File: src/rtl/shift_add_mul_ctrl_pkg.sv
// Shared types and constants for the sequential shift-add multiplier.
//   WIDTH  : operand width, fixed to the adder width
//   PROD_W : product width
//   CNT_W  : iteration counter width (holds 0..WIDTH)
package shift_add_mul_ctrl_pkg;

  localparam int unsigned WIDTH  = 32;
  localparam int unsigned PROD_W = 64;
  localparam int unsigned CNT_W  = 6;

  // 2'd3 is unused and recovers to IDLE
  typedef enum logic [1:0] {
    IDLE = 2'd0,
    RUN  = 2'd1,
    DONE = 2'd2
  } state_e;

  // Carry out of an MSB position, rebuilt from the operand MSBs and the sum MSB
  function automatic logic carry_out(input logic a_msb, input logic b_msb, input logic s_msb);
    return (a_msb & b_msb) | ((a_msb ^ b_msb) & ~s_msb);
  endfunction

endpackage

File: src/rtl/shift_add_mul_ctrl_if.sv
// Start/busy/done handshake bundle between a requester and the multiplier.
//   start, clr, a, b : requester -> multiplier
//   busy, done, product : multiplier -> requester
interface shift_add_mul_ctrl_if;
  import shift_add_mul_ctrl_pkg::*;

  logic              start;
  logic              clr;
  logic [WIDTH-1:0]  a;
  logic [WIDTH-1:0]  b;
  logic              busy;
  logic              done;
  logic [PROD_W-1:0] product;

  modport master (output start, clr, a, b, input busy, done, product);
  modport slave  (input start, clr, a, b, output busy, done, product);

endinterface

File: src/rtl/shift_add_mul_ctrl_adder.sv
// Sum-only ripple-carry adder, WIDTH bits, carry-in tied low.
//   a, b : addends
//   sum  : a + b truncated to WIDTH bits (no carry out)
module shift_add_mul_ctrl_adder
  import shift_add_mul_ctrl_pkg::*;
(
  input  logic [WIDTH-1:0] a,
  input  logic [WIDTH-1:0] b,
  output logic [WIDTH-1:0] sum
);

  // cy[i] is the carry into bit i; the carry out of the MSB is not built
  logic [WIDTH-1:0] cy;

  assign cy[0] = 1'b0;

  for (genvar i = 0; i < int'(WIDTH); i++) begin : g_bit
    assign sum[i] = a[i] ^ b[i] ^ cy[i];
    if (i < int'(WIDTH) - 1) begin : g_cy
      assign cy[i+1] = (a[i] & b[i]) | ((a[i] ^ b[i]) & cy[i]);
    end
  end

endmodule

File: src/rtl/shift_add_mul_ctrl.sv
// Sequential 32x32 unsigned multiplier: one shared adder, 32 shift-add
// iterations, 64-bit product.
//   clk, rst_n : clock, asynchronous active-low reset
//   bus        : slave side of shift_add_mul_ctrl_if
//                (start/clr/a/b in, busy/done/product out, all outputs registered)
module shift_add_mul_ctrl
  import shift_add_mul_ctrl_pkg::*;
(
  input  logic               clk,
  input  logic               rst_n,
  shift_add_mul_ctrl_if.slave bus
);

  state_e             state_q,   state_n;
  logic [WIDTH-1:0]   m_q,       m_n;
  logic [WIDTH-1:0]   acc_q,     acc_n;
  logic [WIDTH-1:0]   q_q,       q_n;
  logic [CNT_W-1:0]   cnt_q,     cnt_n;
  logic [PROD_W-1:0]  product_q, product_n;
  logic               busy_q,    busy_n;
  logic               done_q,    done_n;

  logic [WIDTH-1:0]   addend_c;
  logic [WIDTH-1:0]   sum_c;
  logic               carry_c;

  // Datapath: conditional addend, shared adder, carry rebuilt from MSBs
  assign addend_c = q_q[0] ? m_q : '0;

  shift_add_mul_ctrl_adder u_adder (
    .a   (acc_q),
    .b   (addend_c),
    .sum (sum_c)
  );

  assign carry_c = carry_out(acc_q[WIDTH-1], addend_c[WIDTH-1], sum_c[WIDTH-1]);

  // State and datapath registers
  always_ff @(posedge clk or negedge rst_n) begin
    if (!rst_n) begin
      state_q   <= IDLE;
      m_q       <= '0;
      acc_q     <= '0;
      q_q       <= '0;
      cnt_q     <= '0;
      product_q <= '0;
      busy_q    <= 1'b0;
      done_q    <= 1'b0;
    end else begin
      state_q   <= state_n;
      m_q       <= m_n;
      acc_q     <= acc_n;
      q_q       <= q_n;
      cnt_q     <= cnt_n;
      product_q <= product_n;
      busy_q    <= busy_n;
      done_q    <= done_n;
    end
  end

  // Next state, iteration and registered-output decode
  always_comb begin
    state_n   = state_q;
    m_n       = m_q;
    acc_n     = acc_q;
    q_n       = q_q;
    cnt_n     = cnt_q;
    product_n = product_q;

    if (bus.clr) begin
      // Abort wins over start and over any in-flight iteration
      state_n   = IDLE;
      m_n       = '0;
      acc_n     = '0;
      q_n       = '0;
      cnt_n     = '0;
      product_n = '0;
    end else begin
      case (state_q)
        IDLE, DONE: begin
          if (bus.start) begin
            m_n     = bus.a;
            q_n     = bus.b;
            acc_n   = '0;
            cnt_n   = '0;
            state_n = RUN;
          end else begin
            state_n = IDLE;
          end
        end
        RUN: begin
          // {ACC,Q} <= {c,S,Q} >> 1
          acc_n = {carry_c, sum_c[WIDTH-1:1]};
          q_n   = {sum_c[0], q_q[WIDTH-1:1]};
          cnt_n = cnt_q + CNT_W'(1);
          if (cnt_q == CNT_W'(WIDTH - 1)) begin
            state_n   = DONE;
            product_n = {carry_c, sum_c, q_q[WIDTH-1:1]};
          end
        end
        default: state_n = IDLE;
      endcase
    end

    busy_n = (state_n == RUN);
    done_n = (state_n == DONE);
  end

  assign bus.busy    = busy_q;
  assign bus.done    = done_q;
  assign bus.product = product_q;

endmodule

File: src/flat_wrapper.sv
// flat-port wrapper written by rule: the top's interface ports become plain ports
module shift_add_mul_ctrl_flat import shift_add_mul_ctrl_pkg::*;
  (clk, rst_n, bus_start, bus_clr, bus_a, bus_b, bus_busy, bus_done, bus_product);
  shift_add_mul_ctrl_if bus_i ();
  input  logic clk;
  input  logic rst_n;
  input wire logic [$bits(bus_i.start)-1:0] bus_start;
  input wire logic [$bits(bus_i.clr)-1:0] bus_clr;
  input wire logic [$bits(bus_i.a)-1:0] bus_a;
  input wire logic [$bits(bus_i.b)-1:0] bus_b;
  output wire logic [$bits(bus_i.busy)-1:0] bus_busy;
  output wire logic [$bits(bus_i.done)-1:0] bus_done;
  output wire logic [$bits(bus_i.product)-1:0] bus_product;
  assign bus_i.start = bus_start;
  assign bus_i.clr = bus_clr;
  assign bus_i.a = bus_a;
  assign bus_i.b = bus_b;
  assign bus_busy = bus_i.busy;
  assign bus_done = bus_i.done;
  assign bus_product = bus_i.product;
  shift_add_mul_ctrl u_core (.clk(clk), .rst_n(rst_n), .bus(bus_i));
endmodule
File: config.mk
export PLATFORM = sky130hd
export DESIGN_NAME = shift_add_mul_ctrl_flat
export DESIGN_NICKNAME = d
export VERILOG_FILES = /design/src/rtl/shift_add_mul_ctrl_pkg.sv /design/src/rtl/shift_add_mul_ctrl_if.sv /design/src/rtl/shift_add_mul_ctrl_adder.sv /design/src/rtl/shift_add_mul_ctrl.sv /design/src/flat_wrapper.sv
export SDC_FILE = /design/constraint.sdc
export NUM_CORES = 1
export LEC_CHECK = 0
export CAP_MARGIN = 30
export CORE_MARGIN = 3
export CORE_UTILIZATION = 53
export DETAILED_ROUTE_END_ITERATION = 8
export PLACE_DENSITY = 0.79
export SLEW_MARGIN = 20
export SYNTH_ARGS = -nofsm -noshare
export SYNTH_HDL_FRONTEND = slang
export SYNTH_SLANG_ARGS = --single-unit
File: constraint.sdc
create_clock -name clk -period 17.1 [get_ports clk]
set_clock_uncertainty 0.15 [all_clocks]
set_input_delay 2.565 -clock clk [delete_from_list [all_inputs] [get_ports clk]]
set_output_delay 2.565 -clock clk [all_outputs]
set_load 0.02 [all_outputs]
# Word level (Yosys, flattened, before mapping)
# Index checks and enable logic that the tools add are counted.
[totals]
romBits = 0
n_memories = 0
out_inout_bits = 66
in_bits = 68
latchBits = 0
ff_bits = 170
ramBits = 0
word_cells = 203
[op_classes]
n_lt_le_gt_ge = 0
shifts = 0
div_mod_pow = 0
addsub = 1
reduce_logical = 10
mul = 0
n_eq_ne = 6
n_bitwise = 158
muxes = 20
[op_table]
columns = ["operator", "count"]
rows = [
  ["2-to-1 mux 32 bit", 8],
  ["2-to-1 mux 64 bit", 3],
  ["case mux 32 bit (2 select lines)", 2],
  ["bitwise AND 1 bit", 63],
  ["XOR 1 bit", 63],
  ["bitwise OR 1 bit", 31],
  ["2-to-1 mux 6 bit", 2],
  ["case mux 6 bit (2 select lines)", 1],
  ["nonzero test 2 bit", 4],
  ["adder 6 x 1 -> 6 bit, second input constant", 1],
  ["== test 6 x 5 -> 1 bit, second input constant", 1],
  ["AND reduction 2 bit", 3],
  ["== test 2 x 1 -> 1 bit, second input constant", 2],
  ["== test 2 bit, second input constant", 2],
  ["2-to-1 mux 2 bit", 2],
  ["case mux 2 bit (2 select lines)", 1],
  ["!= test 3 bit, second input constant", 1],
  ["nonzero test 3 bit", 1],
  ["zero test 2 bit", 1],
  ["OR reduction 2 bit", 1],
  ["2-to-1 mux 1 bit", 1],
  ["NOT 1 bit", 1],
]

# Longest topological paths before layout
[depth]
ltp_word = 69
ltp_mapped = 37

# Cells and area by module
# Synthesis repeated with hierarchy kept, for this count alone.
[hier_totals]
cells_unflattened = 757
hier_area_um2 = 7739.9
[modules_own_cells]
columns = ["module", "n_inst", "cells_per_inst", "area_per_inst_um2"]
rows = [
  ["shift_add_mul_ctrl", 1, 725, 7103.1],
  ["shift_add_mul_ctrl_adder", 1, 32, 636.9],
]

# Worst setup path before layout
# Ideal clock, no wire load.
[synth_path]
kind = "reg2reg"
startpoint = "register u_core.q_q[0]"
endpoint = "register u_core.product_q[62] (netlist: u_core.bus.product[62])"
period_less_slack_ns = 14.633
path_stages_with_launch = 37
path_slack_ns = 2.467
required_time_ns = 16.872
setup_ns = 0.078
t_arrival_ns = 14.405
cell_sequence = "dfrtp_1 > clkbuf_1 > clkbuf_1 > nand2_1 > fa_1 > fa_1 > fa_1 > fa_1 > fa_1 > fa_1 > fa_1 > fa_1 > fa_1 > fa_1 > fa_1 > fa_1 > fa_1 > fa_1 > fa_1 > fa_1 > fa_1 > fa_1 > fa_1 > fa_1 > fa_1 > fa_1 > fa_1 > fa_1 > fa_1 > fa_1 > fa_1 > fa_1 > fa_1 > fa_1 > fa_1 > or3_1 > a21oi_1"
[synth_between]
elab_chain_cells = 66
[synth_rtl]
columns = ["item", "line_no", "text"]
rows = [
  ["start, declared", "shift_add_mul_ctrl.sv:17", "logic [WIDTH-1:0] q_q, q_n;"],
  ["start signal, assigned", "shift_add_mul_ctrl.sv:53", "q_q <= q_n;"],
  ["2-to-1 mux 32 bit *", "shift_add_mul_ctrl.sv:28", "assign addend_c = q_q[0] ? m_q : '0;"],
  ["XOR 1 bit / bitwise AND 1 bit (equally long branches)", "shift_add_mul_ctrl_adder.sv:20", "assign cy[i+1] = (a[i] & b[i]) | ((a[i] ^ b[i]) & cy[i]);"],
  ["bitwise AND 1 bit", "shift_add_mul_ctrl_adder.sv:20", ""],
  ["bitwise OR 1 bit", "shift_add_mul_ctrl_adder.sv:20", ""],
  ["bitwise AND 1 bit", "shift_add_mul_ctrl_adder.sv:20", ""],
  ["bitwise OR 1 bit", "shift_add_mul_ctrl_adder.sv:20", ""],
  ["bitwise AND 1 bit", "shift_add_mul_ctrl_adder.sv:20", ""],
  ["bitwise OR 1 bit", "shift_add_mul_ctrl_adder.sv:20", ""],
  ["[... 50 more ...]", "-", ""],
  ["bitwise AND 1 bit", "shift_add_mul_ctrl_adder.sv:20", ""],
  ["bitwise OR 1 bit", "shift_add_mul_ctrl_adder.sv:20", ""],
  ["bitwise AND 1 bit", "shift_add_mul_ctrl_adder.sv:20", ""],
  ["bitwise OR 1 bit", "shift_add_mul_ctrl_adder.sv:20", ""],
  ["XOR 1 bit *", "shift_add_mul_ctrl_adder.sv:18", "assign sum[i] = a[i] ^ b[i] ^ cy[i];"],
  ["2-to-1 mux 64 bit *", "shift_add_mul_ctrl.sv:96", "if (cnt_q == CNT_W'(WIDTH - 1)) begin"],
  ["2-to-1 mux 64 bit *", "shift_add_mul_ctrl.sv:79", "case (state_q)"],
  ["2-to-1 mux 64 bit *", "shift_add_mul_ctrl.sv:70", "if (bus.clr) begin"],
  ["end signal, assigned", "shift_add_mul_ctrl.sv:55", "product_q <= product_n;"],
  ["end, declared", "shift_add_mul_ctrl.sv:19", "logic [PROD_W-1:0] product_q, product_n;"],
]
# Mark *: on every way between the ends. The rest lies on a longest branch, timed or not. The select of a mux whose other input is x is not followed.
# A chain may end at the register's enable or synchronous reset.

# Worst setup path in the final report
# Ends and elaborated chain as after synthesis.

==> results.py <==
metrics = {
    "outcome": {
        "status": "finished clean",
    },
    "global_route": {
        "grt-ovfl-total": 0,
        "grt_usage_pct": 23.0,
        "grt_pass1_wl_um": 29900,
        "grt_max_degree": 91,
        "grt_pass1_vias": 5962,
        "antenna_found_initial": 0,
    },
    "worst_setup_path": {
        "crit_slowest_cell": "fa_1",
        "path_buf_inv": 1,
        "critPathTopFamily": "adder cells",
        "crit_path_start_kind": "flip-flop",
        "critPathKind": "flip-flop to flip-flop",
        "slowest_delay_ns": 0.47,
        "required_ns": 17.30,
        "cp.arrival_ns": 15.26,
        "end_kind": "flip-flop",
        "worstReg2RegStart": "u_core.q_q[0]",
        "cpMostUsedCell": "fa_1",
        "cp-startpoint": "u_core.q_q[0]",
        "crit_fanout": 32,
    },
    "drt": {
        "postRouteAntennaNets": 0,
        "drc": 0,
        "firstDrtPassIters": 6,
        "drt-initial-drc-count": 624,
        "wirelength_um": 18000,
        "drt-vias-per-instance": 5.46,
        "routedWlPerCell_um": 16.2,
        "vias": 6058,
    },
    "cells_and_area": {
        "fin_area_sq_um": 9930,
        "final_nets": 1018,
        "antenna_cells": 0,
        "area_delta_synth_final_pct": 25.8,
        "drive_gt1_share_pct": 5.48,
        "final_cell_mix": "nand2_1, dfrtp_1, clkdlybuf4s50_1",
        "final_common_cell": "nand2_1",
    },
    "timing": {
        "finalHoldViolCount": 0,
        "maxSlewHeadroom_pct": 40.7,
        "worst_pin_slew_ns": 0.890,
        "setup_violations": 0,
        "post-route-period-util_pct": 88.1,
        "max_freq_ghz": 0.0664,
        "rsz0062_at_grt": "false",
        "timing.setup.tns_ns": 0,
        "final-max-slew-violation-count": 0,
        "min_period_ns": 15.06,
    },
    "synth": {
        "synth-edff-count": 0,
        "yosys_register_bits": 170,
        "syn-cell-area_sq_um": 7890,
        "yosysSeqAreaShare_pct": 53.9,
        "yosysUniqueCellTypes": 30,
        "syn_nets": 915,
        "ys_dominant_reg_cell": "dfrtp_1",
        "yosys_warnings": 0,
        "synthArstFlopShare_pct": 100,
        "synthCells": 814,
        "synth.avg_cell_area_sq_um": 9.69,
    },
    "place": {
        "hpwl_um": 11500,
        "dpl-instance-area_sq_um": 9290,
        "port_buffers": 133,
        "gp_congestion": 0.821,
    },
    "cts": {
        "clk_latency_ns": 0.43,
        "clock_sinks": 170,
        "cts_setup_buffers": 0,
        "h-tree-depth": 4,
        "clkTransAtPathRegs_ns": 0.06,
        "cts_root_buf": "clkbuf_16",
        "cts_resized": 0,
        "cts_tree": "done",
        "cts.path.max_buffers": 2,
        "numCtsBuffers": 17,
        "holdBufCountCts": 0,
    },
    "floorplan": {
        "num_rows": 43,
        "ios": 134,
        "core-area_sq_um": 14200,
        "die_area_sq_um": 16400,
        "initial_core_util_pct": 55.5,
        "die_x_um": 128,
        "die_h_um": 128,
    },
    "power_and_ir_drop": {
        "irDropWorstVdd_mv": 0.0682,
        "leakage_uw": 0.00401,
        "p_per_area_nw_per_um2": 92.7,
    },
    "hold_path": {
        "hp-class": "flip-flop to flip-flop",
        "hp-start": "u_core.cnt_q[5]",
    },
    "run": {
        "max-cap-violations": 0,
    },
}
-- stage by stage --
step | setup WS, ns | utilization, % | power [uW] | cells | hold slack (ns)
2_1_floorplan | 2.47 | - | 471 | 814 | 0.296
3_3_place_gp | 2.31 | 65.0 | 505 | 1076 | 0.314
3_5_place_dp | 2.14 | 65.4 | 508 | 1078 | 0.326
4_1_cts | 1.92 | 69.9 | 927 | 1110 | 0.338
5_1_grt | 1.49 | 69.9 | 953 | 1110 | 0.366
6_report | 2.04 | 69.9 | 920 | 1110 | 0.337
-- power breakdown --
| group | leakage [uW] | internal, uW | total, uW | switching [uW] |
|---|---|---|---|---|
| sequential | 0.00233 | 415 | 425 | 9.19 |
| combinational | 0.00136 | 31.4 | 75.4 | 44.0 |
| clock | 0.000321 | 262 | 420 | 158 |
-- synth_stat cells (2+ instances only) --
library cell,instances,share of area (%)
a21oi_1,98,6.2
and3_1,2,0.16
buf_2,21,1.3
buf_6,6,0.86
clkbuf_1,34,1.6
dfrtp_1,170,54
fa_1,31,7.9
ha_1,2,0.32
inv_1,32,1.5
mux2i_1,31,3.9
nand2_1,257,12
nand2b_1,2,0.16
nand3_1,2,0.13
nor2_1,9,0.43
nor2b_1,2,0.16
o21ai_0,6,0.38
o21ai_1,34,2.2
o31ai_1,32,3.0
or3_1,32,2.5
-- cell families (layout without fill, tap and decap cells) --
family	count (synthesis)	in the layout	synth area share (%)
fa+ha+maj	33	33	8.18
mux	31	31	3.93
simple gates	313	313	16.4
buf+inv	94	210	5.42
flops	170	170	53.9
compound gates	173	173	12.1
-- flip-flops by register name (all words and copies together), names as in the netlist --
| register | flops |
|---|---|
| u_core.bus.product | 64 |
| u_core.acc_q | 32 |
| u_core.m_q | 32 |
| u_core.q_q | 32 |
| u_core.cnt_q | 6 |
| u_core.state_q | 2 |
| u_core.bus.busy | 1 |
| u_core.bus.done | 1 |
-- area by class of cell --
type / count / area [sq um]
clock inverters: 13 / 198
inverters: 32 / 120
repair buffers: 146 / 1470
multi-input cells: 550 / 3220
well taps: 180 / 225
fillers: 1067 / 4280
clock buffers: 19 / 443
flip-flops and latches: 170 / 4250
-- path summary, 6_finish.rpt --
check / cells after the start / slack, ns / endpoint
max: 35 / 2.04 / u_core.bus.product[62]
min: 1 / 0.34 / u_core.cnt_q[5]
max reg2reg: 35 / 2.04 / u_core.bus.product[62]
min reg2reg: 1 / 0.34 / u_core.cnt_q[5]
max in group asynchronous: 3 / 13.58 / u_core.acc_q[18]
min in group asynchronous: 1 / 2.03 / u_core.bus.product[16]
-- routing by layer --
metal	part of all wire [%]	GRT usage (%)	up-vias
met5	0	0	-
met4	1.8	7.18	0
met3	5.7	5.29	34
met2	49	36.6	214
met1	43	31.8	2921
li1	-	-	2889
Power figures use the tool's default switching activity.
